<file path="src/rtl/ov5640_pkg.sv">
// ov5640_pkg
// Shared definitions for the OV5640 DVP receiver.
//   state_t : capture FSM states
//   PIX_W   : width of one RGB565 output pixel
package ov5640_pkg;

    typedef enum logic [1:0] {
        IDLE    = 2'd0,
        WAIT_VS = 2'd1,
        WAIT_VE = 2'd2,
        ACTIVE  = 2'd3
    } state_t;

    localparam int PIX_W = 16;

endpackage

</file>
<file path="src/rtl/ov5640_dvp_rx_cdc_sync_2ff.sv">
// cdc_sync_2ff
// Plain two-flop synchronizer for a bundle of asynchronous bits. No reset:
// the flops settle to the input within two clocks.
// Ports:
//   i_clk : destination clock
//   i_d   : asynchronous input bits
//   o_q   : synchronized output bits
module cdc_sync_2ff #(
    parameter int WIDTH = 1
) (
    input  logic             i_clk,
    input  logic [WIDTH-1:0] i_d,
    output logic [WIDTH-1:0] o_q
);

    logic [WIDTH-1:0] r_meta;
    logic [WIDTH-1:0] r_sync;

    always_ff @(posedge i_clk) begin
        r_meta <= i_d;
        r_sync <= r_meta;
    end

    assign o_q = r_sync;

endmodule

</file>
<file path="src/rtl/ov5640_dvp_rx.sv">
// ov5640_dvp_rx
// Captures OV5640 DVP video (PCLK treated as data) in the system clock domain
// and emits RGB565 pixels as a one-entry valid/ready stream.
// Ports:
//   clk, rst        : system clock, synchronous active-high reset
//   cam_ready       : camera out of reset/power-down (level)
//   cam_pclk/vsync/href/data : raw DVP signals
//   m_tdata/tvalid/tready/tuser/tlast : pixel stream (tuser = first pixel of
//                     frame, tlast = last pixel of line)
//   overflow        : sticky, a pixel was dropped while the output was stalled
//   size_err        : sticky, a line or frame had the wrong size
// Handshake: a beat transfers on a clk edge where m_tvalid && m_tready; while
// m_tvalid && !m_tready the payload holds and m_tvalid stays high.
module ov5640_dvp_rx
    import ov5640_pkg::*;
#(
    parameter int H_ACTIVE       = 640,
    parameter int V_ACTIVE       = 480,
    parameter bit VS_ACTIVE_HIGH = 1'b1
) (
    input  logic             clk,
    input  logic             rst,
    input  logic             cam_ready,
    input  logic             cam_pclk,
    input  logic             cam_vsync,
    input  logic             cam_href,
    input  logic [7:0]       cam_data,
    output logic [PIX_W-1:0] m_tdata,
    output logic             m_tvalid,
    input  logic             m_tready,
    output logic             m_tuser,
    output logic             m_tlast,
    output logic             overflow,
    output logic             size_err
);

    localparam int PC_W = $clog2(H_ACTIVE + 1);
    localparam int LC_W = $clog2(V_ACTIVE + 1);
    localparam logic [PC_W-1:0] PC_MAX = '1;
    localparam logic [PC_W-1:0] H_LAST = PC_W'(H_ACTIVE - 1);
    localparam logic [PC_W-1:0] H_FULL = PC_W'(H_ACTIVE);
    localparam logic [LC_W-1:0] LC_MAX = '1;
    localparam logic [LC_W-1:0] V_FULL = LC_W'(V_ACTIVE);

    // All camera bits go through the same synchronizer so that vsync, href
    // and data are aligned with the pclk edge that samples them.
    logic [10:0] w_cam_sync;

    cdc_sync_2ff #(.WIDTH(11)) u_sync (
        .i_clk (clk),
        .i_d   ({cam_pclk, cam_vsync, cam_href, cam_data}),
        .o_q   (w_cam_sync)
    );

    logic       w_pclk, w_vsync, w_href, w_vs_act;
    logic [7:0] w_data;
    assign w_pclk   = w_cam_sync[10];
    assign w_vsync  = w_cam_sync[9];
    assign w_href   = w_cam_sync[8];
    assign w_data   = w_cam_sync[7:0];
    assign w_vs_act = w_vsync ^ ~VS_ACTIVE_HIGH;

    logic            r_pclk_d;
    logic            r_href_d;    // href as seen on the previous pclk_rise
    state_t          r_state, w_state_nxt;
    logic            r_byte_ph;
    logic [7:0]      r_hi_byte;
    logic            r_first_px;
    logic [PC_W-1:0] r_pix_cnt;
    logic [LC_W-1:0] r_line_cnt;

    logic w_pclk_rise;
    assign w_pclk_rise = w_pclk & ~r_pclk_d;

    // Next-state logic; losing cam_ready overrides everything.
    always_comb begin
        w_state_nxt = r_state;
        if (!cam_ready) begin
            w_state_nxt = IDLE;
        end else begin
            case (r_state)
                IDLE:    w_state_nxt = WAIT_VS;
                WAIT_VS: if (w_pclk_rise && w_vs_act)  w_state_nxt = WAIT_VE;
                WAIT_VE: if (w_pclk_rise && !w_vs_act) w_state_nxt = ACTIVE;
                ACTIVE:  if (w_pclk_rise && w_vs_act)  w_state_nxt = WAIT_VE;
                default: w_state_nxt = IDLE;
            endcase
        end
    end

    always_ff @(posedge clk) begin
        if (rst) r_state <= IDLE;
        else     r_state <= w_state_nxt;
    end

    logic            w_active, w_enter_active, w_px_done, w_line_end, w_frame_end;
    logic [LC_W-1:0] w_line_inc, w_line_chk;
    logic [PIX_W-1:0] w_pixel;
    logic            w_load;

    always_comb begin
        w_active       = (r_state == ACTIVE) && cam_ready;
        w_enter_active = (r_state == WAIT_VE) && (w_state_nxt == ACTIVE);
        w_px_done      = w_active && w_pclk_rise && w_href && r_byte_ph;
        w_line_end     = w_active && w_pclk_rise && r_href_d && !w_href;
        w_frame_end    = w_active && w_pclk_rise && w_vs_act;
        w_line_inc     = (r_line_cnt == LC_MAX) ? r_line_cnt : r_line_cnt + 1'b1;
        // A line ending on the same pclk_rise as the frame is counted first.
        w_line_chk     = w_line_end ? w_line_inc : r_line_cnt;
        w_pixel        = {r_hi_byte, w_data};
        w_load         = w_px_done && (!m_tvalid || m_tready);
    end

    always_ff @(posedge clk) begin
        if (rst) begin
            r_pclk_d   <= 1'b0;
            r_href_d   <= 1'b0;
            r_byte_ph  <= 1'b0;
            r_hi_byte  <= '0;
            r_first_px <= 1'b0;
            r_pix_cnt  <= '0;
            r_line_cnt <= '0;
            m_tdata    <= '0;
            m_tvalid   <= 1'b0;
            m_tuser    <= 1'b0;
            m_tlast    <= 1'b0;
            overflow   <= 1'b0;
            size_err   <= 1'b0;
        end else begin
            r_pclk_d <= w_pclk;
            if (w_pclk_rise) r_href_d <= w_href;

            if (!w_active) begin
                // Outside capture any half pixel is discarded.
                r_byte_ph <= 1'b0;
            end else if (w_pclk_rise && w_href) begin
                r_byte_ph <= ~r_byte_ph;
                if (!r_byte_ph) r_hi_byte <= w_data;
            end

            if (w_enter_active) begin
                r_pix_cnt  <= '0;
                r_line_cnt <= '0;
                r_first_px <= 1'b1;
            end

            if (w_px_done && r_pix_cnt != PC_MAX) r_pix_cnt <= r_pix_cnt + 1'b1;

            if (w_line_end) begin
                r_line_cnt <= w_line_inc;
                r_pix_cnt  <= '0;
                r_byte_ph  <= 1'b0;
                if (r_pix_cnt != H_FULL) size_err <= 1'b1;
            end

            if (w_frame_end && w_line_chk != V_FULL) size_err <= 1'b1;

            if (w_load) begin
                m_tdata    <= w_pixel;
                m_tvalid   <= 1'b1;
                m_tuser    <= r_first_px;
                m_tlast    <= (r_pix_cnt == H_LAST);
                r_first_px <= 1'b0;
            end else begin
                if (w_px_done) overflow <= 1'b1;
                if (m_tvalid && m_tready) m_tvalid <= 1'b0;
            end
        end
    end

endmodule

</file>
<file path="config.mk">
export PLATFORM = sky130hd
export DESIGN_NAME = ov5640_dvp_rx
export DESIGN_NICKNAME = d
export VERILOG_FILES = /design/src/rtl/ov5640_pkg.sv /design/src/rtl/ov5640_dvp_rx_cdc_sync_2ff.sv /design/src/rtl/ov5640_dvp_rx.sv
export SDC_FILE = /design/constraint.sdc
export NUM_CORES = 1
export LEC_CHECK = 0
export CELL_PAD_IN_SITES_DETAIL_PLACEMENT = 1
export CELL_PAD_IN_SITES_GLOBAL_PLACEMENT = 1
export CORE_UTILIZATION = 45
export CTS_CLUSTER_DIAMETER = 60
export DETAILED_ROUTE_END_ITERATION = 12
export GPL_TIMING_DRIVEN = 0
export HOLD_SLACK_MARGIN = 0.06
export PLACE_DENSITY_LB_ADDON = 0.05
export SYNTH_ARGS = -nofsm -noshare
export SYNTH_HDL_FRONTEND = slang
export SYNTH_SLANG_ARGS = --single-unit
</file>
<file path="constraint.sdc">
create_clock -name clk -period 5.1 [get_ports clk]
set_input_delay 0.51 -clock clk [delete_from_list [all_inputs] [get_ports clk]]
set_output_delay 0.51 -clock clk [all_outputs]
set_load 0.02 [all_outputs]
</file>
Word-level counts from Yosys, hierarchy flattened. Index checks and enable logic that the tools add are counted.

Input port bits: 15. Word-level logic and storage cells: 79. Register bits after elaboration: 76. Output and inout port bits: 21.

Bitwise logic cells: 5. Add/sub/neg operators: 2. Reductions and logical operators: 32. Equal/unequal tests: 9. Multiplexer cells: 15.

Operators by type and width (count): $mux 9 (4); $mux 10 (2); $ne 10x10->1 const B (2); $logic_and 1x1->1 (15); $add 10x1->10 const B (1); $eq 10x10->1 const B (1); $reduce_bool 2->1 (5); $add 9x1->9 const B (1); $eq 9x9->1 const B (1); $ne 9x9->1 const B (1); $eq 2x2->1 const B (3); $mux 2 (3); $pmux 2 s3 (1); $reduce_or 2->1 (3); $mux 1 (5); $not 1->1 (4); $reduce_and 2->1 (2); $logic_not 1->1 (3); $reduce_and 3->1 (1); $reduce_or 3->1 (1); $eq 2x1->1 const B (1); $logic_not 2->1 (1); $and 1x1->1 (1); $logic_or 1x1->1 (1).

Logic depth before layout (Yosys ltp).
Depth after elaboration: 10. Depth in mapped cells: 8. Gate-level depth less buffers: 7.

Modules after synthesis. Synthesis repeated with hierarchy kept, for this count alone.

Cell total of the unflattened synthesis: 288. Area total of the unflattened synthesis: 2940.3 um^2.

Modules (own cells, without submodules): ov5640_dvp_rx (cells each 266, times used 1, area an instance 2499.9 um^2, sequential area each 1081.0 um^2); cdc_sync_2ff (cells each 22, times used 1, area an instance 440.4 um^2, sequential area each 440.4 um^2).

Worst setup path after synthesis. Ideal clock, no wire load.

Kind: reg2reg. Start point: register r_line_cnt[0]. End point: register size_err. Required time: 4.975 ns. Setup time: 0.125 ns. Setup slack: 3.217 ns. Clock period less this slack: 1.883 ns. Stages on the path, launching flop included: 7. Data arrival time: 1.758 ns. Path buffers: 0. Cell sequence: dfxtp_1 > ha_1 > nand3_1 > o211ai_1 > nor4b_1 > a211oi_1 > o41a_1.

Word-level cells in the longest chain between the ends: 7. Elaborated cells between the ends (all ways): 10. Classes of those cells: add/sub (1); eq/ne (2); mux (3); reduce/logical (4).

Ends and longest elaborated chain: start, declared (RTL line ov5640_dvp_rx.sv:70) `logic [LC_W-1:0] r_line_cnt;`; start signal, assigned (RTL line ov5640_dvp_rx.sv:150) `r_line_cnt <= w_line_inc;`; $add 9x1->9 or $eq 9x9->1 (tied branches) (RTL line ov5640_dvp_rx.sv:107) `w_line_inc = (r_line_cnt == LC_MAX) ? r_line_cnt : r_line_cnt + 1'b1;`; $mux 9 (RTL line ov5640_dvp_rx.sv:107); $mux 9 * (RTL line ov5640_dvp_rx.sv:109) `w_line_chk = w_line_end ? w_line_inc : r_line_cnt;`; $ne 9x9->1 * (RTL line ov5640_dvp_rx.sv:156) `if (w_frame_end && w_line_chk != V_FULL) size_err <= 1'b1;`; $logic_and 1x1->1 * (RTL line ov5640_dvp_rx.sv:156); $reduce_bool 2->1 (no source line); $reduce_and 2->1 (no source line); end signal, assigned (RTL line ov5640_dvp_rx.sv:128) `size_err <= 1'b0;`; end signal, assigned (RTL line ov5640_dvp_rx.sv:153) `if (r_pix_cnt != H_FULL) size_err <= 1'b1;`; end signal, assigned (RTL line ov5640_dvp_rx.sv:156); end, declared (RTL line ov5640_dvp_rx.sv:34) `output logic size_err`.

Every way passes the cells marked *; elsewhere a longest branch is shown, timed or not. A chain may end at the register's enable or synchronous reset.

Worst setup path after layout.
Start point: input port cam_ready. End point: register m_tlast.

Word-level cells in the longest chain between the ends: 5.

Ends and longest elaborated chain: start, declared (RTL line ov5640_dvp_rx.sv:23) `input logic cam_ready,`; $logic_and 1x1->1 (RTL line ov5640_dvp_rx.sv:102) `w_active = (r_state == ACTIVE) && cam_ready;`; $logic_and 1x1->1 (3 in a row) (RTL line ov5640_dvp_rx.sv:104) `w_px_done = w_active && w_pclk_rise && w_href && r_byte_ph;`; $logic_and 1x1->1 (RTL line ov5640_dvp_rx.sv:111) `w_load = w_px_done && (!m_tvalid || m_tready);`; end signal, assigned (RTL line ov5640_dvp_rx.sv:162) `m_tlast <= (r_pix_cnt == H_LAST);`; end, declared (RTL line ov5640_dvp_rx.sv:32) `output logic m_tlast,`.

Every way passes these cells.

==> impl.org <==
** Run status
- The run finished with clean final reports.

** Clock network
- CTS max path bufs :: 2
- Counting the buffers created by CTS gives 9.
- Quantity of gates resized following cts :: 0
- For this design, the CTS-stage hold fixing added 0 buffers.
- The cell sitting at the root of the clock tree is a sky130_fd_sc_hd__clkbuf_8.
- In this run the number of H-tree levels came out at 3.
- Clock sinks :: 76
- Insertion delay to the later sink of the worst-skew pair :: about 0.35 ns
- Clock-pin slew was measured on the worst setup and hold paths at 0.08 ns.
- TritonCTS built the clock tree.
- After clock tree synthesis, the setup repair step added 0 buffers.

** Synthesis
- The most used flip-flop cell after synthesis is sky130_fd_sc_hd__dfxtp_1.
- In this run, synthesis inferred 0 flip-flops with an integrated enable.
- Mean area per synthesized cell :: 9.83 µm²
- Cells taking the most area after synthesis :: sky130_fd_sc_hd__dfxtp_1 54%, sky130_fd_sc_hd__a22o_1 5.3%, sky130_fd_sc_hd__nor2_1 4.2%, sky130_fd_sc_hd__a21oi_1 3.4%, sky130_fd_sc_hd__mux2i_1 3.2%
- Dominant cell type by area after synthesis :: sky130_fd_sc_hd__dfxtp_1
- Area share of the largest cell type after synthesis :: 53.7%
- Synthesis produced a netlist whose cell count is 288.
- Yosys synthesis warning count :: 0
- Number of unique standard cell types used by synthesis :: 49
- Net count of the mapped netlist :: 306
- Sequential cells were found to cover 53.7% of the synthesized design area.
- After synthesis the cells add up to 2830 µm².
- In this run, synthesis produced a sequential element count of 76.
- For this run, asynchronously set or reset flops after synthesis account for 0%.

** Global route
- Number of global-route vias before repair :: 2284
- Number of antenna violations at the first check in global routing :: 0
- Wire length of the first global-routing pass :: approximately 11000 µm
- Largest net degree at the start of global routing :: 14
- Summed over all layers, the global routing overflow is 0.
- Tot GR Track Use :: 23.2%

** Routing
- Detailed routing inserted a total of about 2.3k vias.
- After detailed routing, the average wire length per cell comes to 16.8 µm.
- Before antenna repair, the detailed router went through 4 iterations.
- Antenna Violating Nets Remaining :: 0
- Dividing the detail-routed via count by the number of cells gives between 5 and 6.
- Wire length after detailed routing :: 6950 µm
- Initial drt markers :: a little over 80
- In the routed design, unresolved DRC markers number 0.

** Critical path
- Setup crit start kind :: input port
- Biggest fanout along the worst timing path :: 10
- Walking the worst path, the cells encountered are clkdlybuf4s50_1 -> and3_1 -> nand3_1 -> nor3_2 -> buf_2 -> nand4_1 -> nand2_1.
- Critical Path Max Stage Delay :: ~0.62 ns
- Worst-path cell with the longest stage delay :: sky130_fd_sc_hd__nor3_2
- The setup path with the least slack is of type in2reg.
- Critical path buffers and inverters :: 2
- The worst setup path is captured at a flop.
- Data arrival, critical path :: 2.81 ns
- Cell type group with the largest total delay on the critical path :: simple AND/OR/NAND/NOR gates
- Required time of the critical path :: 5.39 ns

** Floorplan
- The die covers 6610 µm².
- DIE WIDTH :: between 80 and 90 µm
- Site row count :: 28
- The floorplan step set the die height to 81.3 µm.
- Initial Util :: 47.3%
- Placeable Area :: 5990 µm²
- 36 I/O pins were placed.

** Finish
- Post-route cell area :: 3490 µm²
- Final antenna diode count :: 0
- Number of fill cells :: 668
- The post-route netlist has roughly 9.2% of its cells at a drive strength greater than 1.
- The library cells used most frequently in the layout, excluding fill and tap cells, are 76 x sky130_fd_sc_hd__dfxtp_1, 34 x sky130_fd_sc_hd__clkdlybuf4s50_1, 32 x sky130_fd_sc_hd__nor2_1.
- Share of the core filled with cells :: around three fifths
- Most common cell after layout, fill and taps aside :: sky130_fd_sc_hd__dfxtp_1
- Area grow syn2layout :: 23.3%
- Number of nets in the final layout :: 351

** Timing
- Across all hold checks on the routed design, the worst slack comes to 0.329 ns.
- On the final layout, the worst clock skew is approximately 0.008 ns.
- The hold violation total from the final report came to 0.
- Post-route fraction of the period consumed by the critical path :: 49.3%
- Setup repair after global routing left no endpoint under its margin.
- The worst path in the final design needs a cycle of around 2.5 ns, including I/O delays and setup.
- Setup violations remaining at the end of the flow were counted as 0.
- Timing-limited maximum frequency :: ~0.4 GHz
- In the final timing run, aggregate negative setup slack is 0 ns.
- At the pin with the least slew margin, the transition time is approximately 1.1 ns.
- Headroom to the max-slew limit came out at 26.8%.
- Number of pins exceeding their max-slew limit in the final report :: 0

** Power and ir drop
- The clock network burns between 40% and 50% of the power.
- Share of total power consumed by net switching :: a little over a fifth
- Design internal power :: 908 µW
- The share of total power dissipated in sequential elements is 52.9%.
- IR Drop Worst-Case VDD :: 235 µV
- Power spread over the standard cell area amounts to 330 nW/µm².
- Power spent charging and discharging nets :: approximately 240 µW
- In this run, the combinational gates consume 2.4% of the power.
- The completed layout was analyzed and its total power is 1150 µW.
- Summed over all cells, the static leakage comes to 0.00126 µW.

** Placement
- Detailed placement finished with a half-perimeter wire length of slightly below 5000 µm.
- Instance area at placement :: around 3300 µm²
- Placer Congestion :: 0.841
- Port buffer count :: 34

** Min path
- Type of the worst min-delay path :: reg2reg

** Flow run
- Number of max-cap violations :: 0
-- cell type report --
class | count | area (µm²) | area share (%)
flip-flops and latches | 76 | 1520 | 43.6
multi-input cells | 192 | 1220 | 34.8
repair buffers | 34 | 340 | 9.75
clock buffers | 11 | 141 | 4.05
well taps | 75 | 93.8 | 2.69
clock inverters | 5 | 83.8 | 2.40
plain buffers | 13 | 67.6 | 1.94
inverters | 7 | 26.3 | 0.753
-- through the flow --
stage	cells	setup WS, ns
after floorplan	288	3.22
after global placement	397	2.21
after detailed placement	397	2.25
after CTS	413	2.58
after global routing	413	2.41
final	413	2.59
-- layer usage --
metal / part of all wire, % / vias to the layer above / global-route usage (%)
li1: - / 1139 / -
met4: 0.86 / 0 / 5.89
met2: 50 / 32 / 39.7
met5: 0 / - / 0
met1: 46 / 1154 / 27.6
met3: 3.2 / 9 / 7.75
-- sequential cells by signal, summed over array words and instances, names as in the netlist --
signal	cells
r_pclk_d	1
size_err	1
u_sync.o_q	11
m_tvalid	1
r_pix_cnt	10
r_hi_byte	8
r_state	2
r_href_d	1
m_tdata	16
r_line_cnt	9
r_first_px	1
m_tlast	1
r_byte_ph	1
m_tuser	1
overflow	1
u_sync.r_meta	11
-- synth_stat cells, drive strengths merged (3+ instances only) --
library cell / count
a211oi: 7
a21oi: 21
a22o: 17
and3: 10
buf: 6
clkbuf: 7
dfxtp: 76
ha: 3
inv: 7
mux2i: 9
nand2: 12
nand2b: 3
nand3: 10
nand3b: 3
nand4: 6
nor2: 32
nor3: 10
nor4: 6
o211ai: 3
o21ai: 9
-- power by group through the flow --
| stage | Sequential, µW | Combinational, µW | Clock, µW |
|---|---|---|---|
| 6_report | 609 | 27.9 | 515 |
| 5_1_grt | 611 | 31.0 | 549 |
| 4_1_cts | 610 | 28.4 | 531 |
| 3_5_place_dp | 623 | 27.9 | 0 |
| 3_3_place_gp | 623 | 27.4 | 0 |
| 2_1_floorplan | 621 | 12.2 | 0 |
-- cell families after synthesis --
kind of cell	after synthesis	share of synthesized area, %
muxes	9	3.18
buffers and inverters	20	3.31
adders and majority gates	3	1.33
xor gates and xnor gates	2	0.619
DFF	76	53.7
AOI/OAI and AO/OA	69	16.9
and+or+nand+nor	109	20.9
-- path summary, 6_finish.rpt --
path | start | end | slack, ns | cells after the start
hold reg to reg | u_sync.r_meta[0]$_DFF_P_ | u_sync.o_q[0]$_DFF_P_ | 0.33 | 0
setup reg to reg | r_line_cnt[0]$_SDFFE_PP0P_ | size_err$_SDFFE_PP0P_ | 2.87 | 6
hold / removal | u_sync.r_meta[0]$_DFF_P_ | u_sync.o_q[0]$_DFF_P_ | 0.33 | 0
setup / recovery | cam_ready | m_tlast$_SDFFE_PP0P_ | 2.59 | 7
No activity file was read; power rests on OpenSTA's default activity.
==> RTL change 1, RTL diff (same flow settings) <==
Compare `r_pix_cnt` against `H_LAST` with >= in place of ==.
--- a/src/rtl/ov5640_dvp_rx.sv
+++ b/src/rtl/ov5640_dvp_rx.sv
@@ -161,3 +161,3 @@
                 m_tuser    <= r_first_px;
-                m_tlast    <= (r_pix_cnt == H_LAST);
+                m_tlast    <= (r_pix_cnt >= H_LAST);
                 r_first_px <= 1'b0;
Behaviour: no difference found for any inputs over 10 cycles, from zero or initial values and one cycle with rst high; that may be too few to reach the edited logic, so the function may still have changed.
==> RTL change 1 against the unedited design <==
  * Combinational power grew 18%
  * Clock skew is essentially flat
  * Total power down 4.5%
  * Non-clock buffer count is 1 lower
  * Sequential power is essentially flat
  * Count of clock-buffer cells in the layout shrank 2
  * Sequential cell count is the same
  * Setup slack better by 260 ps
  * Highest routed layer unchanged
  * Sequential share of layout area shrank 1.1 points
  * Synthesized area is 4.1% higher
  * Critical endpoint is now size_err$_SDFFE_PP0P_
  * Cell area grew 2.6%
  * Synthesized cell count grew 1.0%
  * Largest cell class unchanged
  * Wire length decreased by 3.9%
  * Die area up 4.0%
==> RTL change 1: results (changes against the unedited design) <==
yosys warns 0 (unchanged); Cells after Synth 291 (+1.0%); drt via density 5.56 (-1.6%); first-pass GRT wire length 11400 um (+1.7%); largest net degree at the start of global routing 15 (+1); fill cell count 700 (+4.8%); Area contributors post-synth dfxtp_1 (52%), mux2i_1 (5.1%), a22o_1 (5.1%); Pleak 1.27 nW (+0.81%); slew at the pin closest to its max-slew limit 766 ps (-324 ps); asr flop ratio synth 0 (unchanged); Synthesized Nets 309 (+0.98%); Finished Core Util 0.564 (-0.0186); Area after DPL 0.00338 sq mm (+3.6%); sequential share of the synthesized area 0.516 (-0.0210); wire length per cell 16.0 um (-5.0%); I/O Buffers 34 (unchanged); run status complete, no violations; Most flops, register m_tdata; Place WS 2510 ps (+269 ps); ant diodes 0 (unchanged); placed cell count 402 (+1.3%); vias in the first global route 2340 (+2.5%); Hold Path Class flop to flop; Worst VDD drop 0.000244 V (+4.0%); Worst-path clk slew 80 ps (about the same); Arr. time, crit path 2490 ps (-320 ps); ratio of cells with drive above 1 in the final layout 0.109 (+0.0168); buffer depth of the longest clock path 2 (unchanged); post-CTS setup buffer count 0 (unchanged); layout net count 354 (+0.85%); Netlist cell types 56 (+14%); Synth top cells by count dfxtp_1 (76), nor2_1 (27), nand2_1 (25); RePlAce Congestion 0.814 (-3.2%); placed wire-length estimate 4690 um (-2.3%); peak fanout along the critical path 7 (-3); Worst Clk Skew 8.04 ps (+0.181 ps); max FFs per register 16 (unchanged); DRC violation total after the first TritonRoute iteration 121 (+49%); Total GRT Usage 0.209 (-0.0229); Detailed Route WL 6680 um (-3.9%); total CTS buffers 9 (unchanged)
-- RTL change 1: area by class of cell --
class,instances,share of cell area
multi-input cells,198,0.377
clock buffers,9,0.0346
plain buffers,12,0.0154
flip-flops and latches,76,0.425
inverters,5,0.00524
well taps,77,0.0269
clock inverters,7,0.0210
repair buffers,34,0.0950
-- RTL change 1: path summary, 6_finish.rpt --
check | slack, ps | cells after the start | from | endpoint
worst min register to register | 330 | 0 | u_sync.r_meta[9]$_DFF_P_ | u_sync.o_q[9]$_DFF_P_
worst max-delay path | 2850 | 7 | cam_ready | size_err$_SDFFE_PP0P_
worst min-delay path | 330 | 0 | u_sync.r_meta[9]$_DFF_P_ | u_sync.o_q[9]$_DFF_P_
worst max register to register | 3030 | 6 | r_line_cnt[0]$_SDFFE_PP0P_ | size_err$_SDFFE_PP0P_
-- RTL change 1: where the power goes --
group	switching (mW)	total [mW]	internal (mW)	leakage (nW)
Sequential	0.00642	0.611	0.604	0.621
Combinational	0.0167	0.0329	0.0162	0.548
Clock	0.228	0.456	0.228	0.104
-- RTL change 1: per-layer routing --
layer | GRT usage | wire [um]
met1 | 0.270 | 3180
met2 | 0.330 | 3130
met3 | 0.0596 | 272
met4 | 0.0784 | 100
met5 | 0 | 0
-- RTL change 1: logic make-up after synthesis --
| family | Yosys count | share of synthesized area |
|---|---|---|
| adders and majority gates | 3 | 0.0127 |
| xor gates and xnor gates | 2 | 0.00595 |
| AOI/OAI and AO/OA | 61 | 0.155 |
| DFF | 76 | 0.516 |
| and+or+nand+nor | 116 | 0.230 |
| muxes | 16 | 0.0548 |
| buffers and inverters | 17 | 0.0251 |
-- RTL change 1: worst max-delay path, cell delays in order --
cell and delay (ps):
clkdlybuf4s50_1 570, nand3_1 330, or2_0 320, clkbuf_1 160
nor4_1 330, a221o_1 200, o22ai_1 80
==> RTL change 2, RTL diff (same flow settings) <==
Made on the original files. Change the parameter `VS_ACTIVE_HIGH` from 1'b1 to 1'b0.
--- a/src/rtl/ov5640_dvp_rx.sv
+++ b/src/rtl/ov5640_dvp_rx.sv
@@ -18,3 +18,3 @@
     parameter int V_ACTIVE       = 480,
-    parameter bit VS_ACTIVE_HIGH = 1'b1
+    parameter bit VS_ACTIVE_HIGH = 1'b0
 ) (
Formal check against the unedited RTL: not equivalent (Yosys sat finds a counterexample within 10 cycles, from zero or initial values and one cycle with rst high).
==> RTL change 2 against the unedited design <==
  * Total power decreased by 8.6%
  * Sequential cell count unchanged
  * Cell area is 0.72% lower
  * Critical path depth is 1 lower
  * Wire length decreased by 5.3%
  * Setup slack improved by 170 ps
  * Synthesized area increased by 0.49%
  * Global-route usage fell by 1.4 points
==> RTL change 2: results (changes against the unedited design) <==
Worst VDD drop 0.000256 V (+9.1%); wire length per cell 15.9 um (-5.3%); hold-critical path endpoint u_sync.o_q[8]$_DFF_P_; Area after DPL 0.00329 sq mm (+0.73%); Synthesized Nets 305 (-0.33%); largest net degree at the start of global routing 15 (+1); slew at the pin closest to its max-slew limit 989 ps (-100 ps); run status complete, no violations; peak fanout along the critical path 6 (-4); DRC violation total after the first TritonRoute iteration 64 (-21%); Critical Path End size_err$_SDFFE_PP0P_; crit path max-delay cell type nor4_1; Sw Ratio 0.242 (+0.0293); ant diodes 0 (unchanged); Area contributors post-synth dfxtp_1 (53%), a22o_1 (5.2%), nor2_1 (4.2%); hold wc startpoint u_sync.r_meta[8]$_DFF_P_; Netlist cell types 51 (+4.1%); sequential share of the synthesized area 0.535 (-0.00260); Crit path largest cell delay 650 ps (+30 ps); Via Count 2276 (-2.5%); vias in the first global route 2209 (-3.3%); RePlAce Congestion 0.797 (-5.2%); I/O Buffers 35 (+2.9%); Pleak 1.25 nW (-1.2%); Arr. time, crit path 2570 ps (-240 ps); Cells after Synth 287 (-0.35%); ratio of cells with drive above 1 in the final layout 0.104 (+0.0118)
RTL change 2: stage by stage:
| step | setup slack (ps) | hold WS [ps] | power [mW] |
|---|---|---|---|
| 2_1_floorplan | 3190 | 310 | 0.632 |
| 3_3_place_gp | 2420 | 310 | 0.650 |
| 3_5_place_dp | 2420 | 313 | 0.651 |
| 4_1_cts | 2800 | 332 | 1.07 |
| 5_1_grt | 2640 | 338 | 1.09 |
| 6_report | 2760 | 327 | 1.05 |
RTL change 2: logic make-up (layout without fill, tap and decap cells):
family / Yosys count / count (layout) / synth area share
buffers and inverters: 20 / 71 / 0.0352
AO/OA/AOI/OAI: 71 / 71 / 0.173
AND/OR/NAND/NOR: 106 / 106 / 0.206
flip-flops: 76 / 76 / 0.535
XOR/XNOR: 2 / 2 / 0.00616
multiplexers: 9 / 9 / 0.0317
adder cells (fa/ha/maj): 3 / 3 / 0.0132
RTL change 2: cell type report:
type	instances	area, sq um
fill	687	2560
timing repair buffer	35	350
sequential	76	1520
buffer	11	66.3
tap	75	93.8
clock inverter	6	48.8
multi-input combinational	191	1220
inverter	9	33.8
clock buffer	10	128
RTL change 2: per-layer routing:
metal,global-route usage,wire (um),vias to the layer above
li1,-,-,1141
met1,0.273,3200,1088
met2,0.356,3100,42
met3,0.0533,240,5
met4,0.0911,44,0
met5,0,0,-
RTL change 2: power by group through the flow:
stage	Clock, mW	Combinational (mW)	Sequential, mW
floorplan	0	0.0113	0.621
global placement	0	0.0271	0.623
detailed placement	0	0.0277	0.623
CTS	0.429	0.0280	0.610
global route	0.450	0.0300	0.611
finish	0.415	0.0278	0.609
RTL change 2: worst max-delay path, delay by kind of cell:
kind | cells | cell delay, ps
AOI/OAI and AO/OA | 3 | 650
and+or+nand+nor | 2 | 830
buffers and inverters | 1 | 580
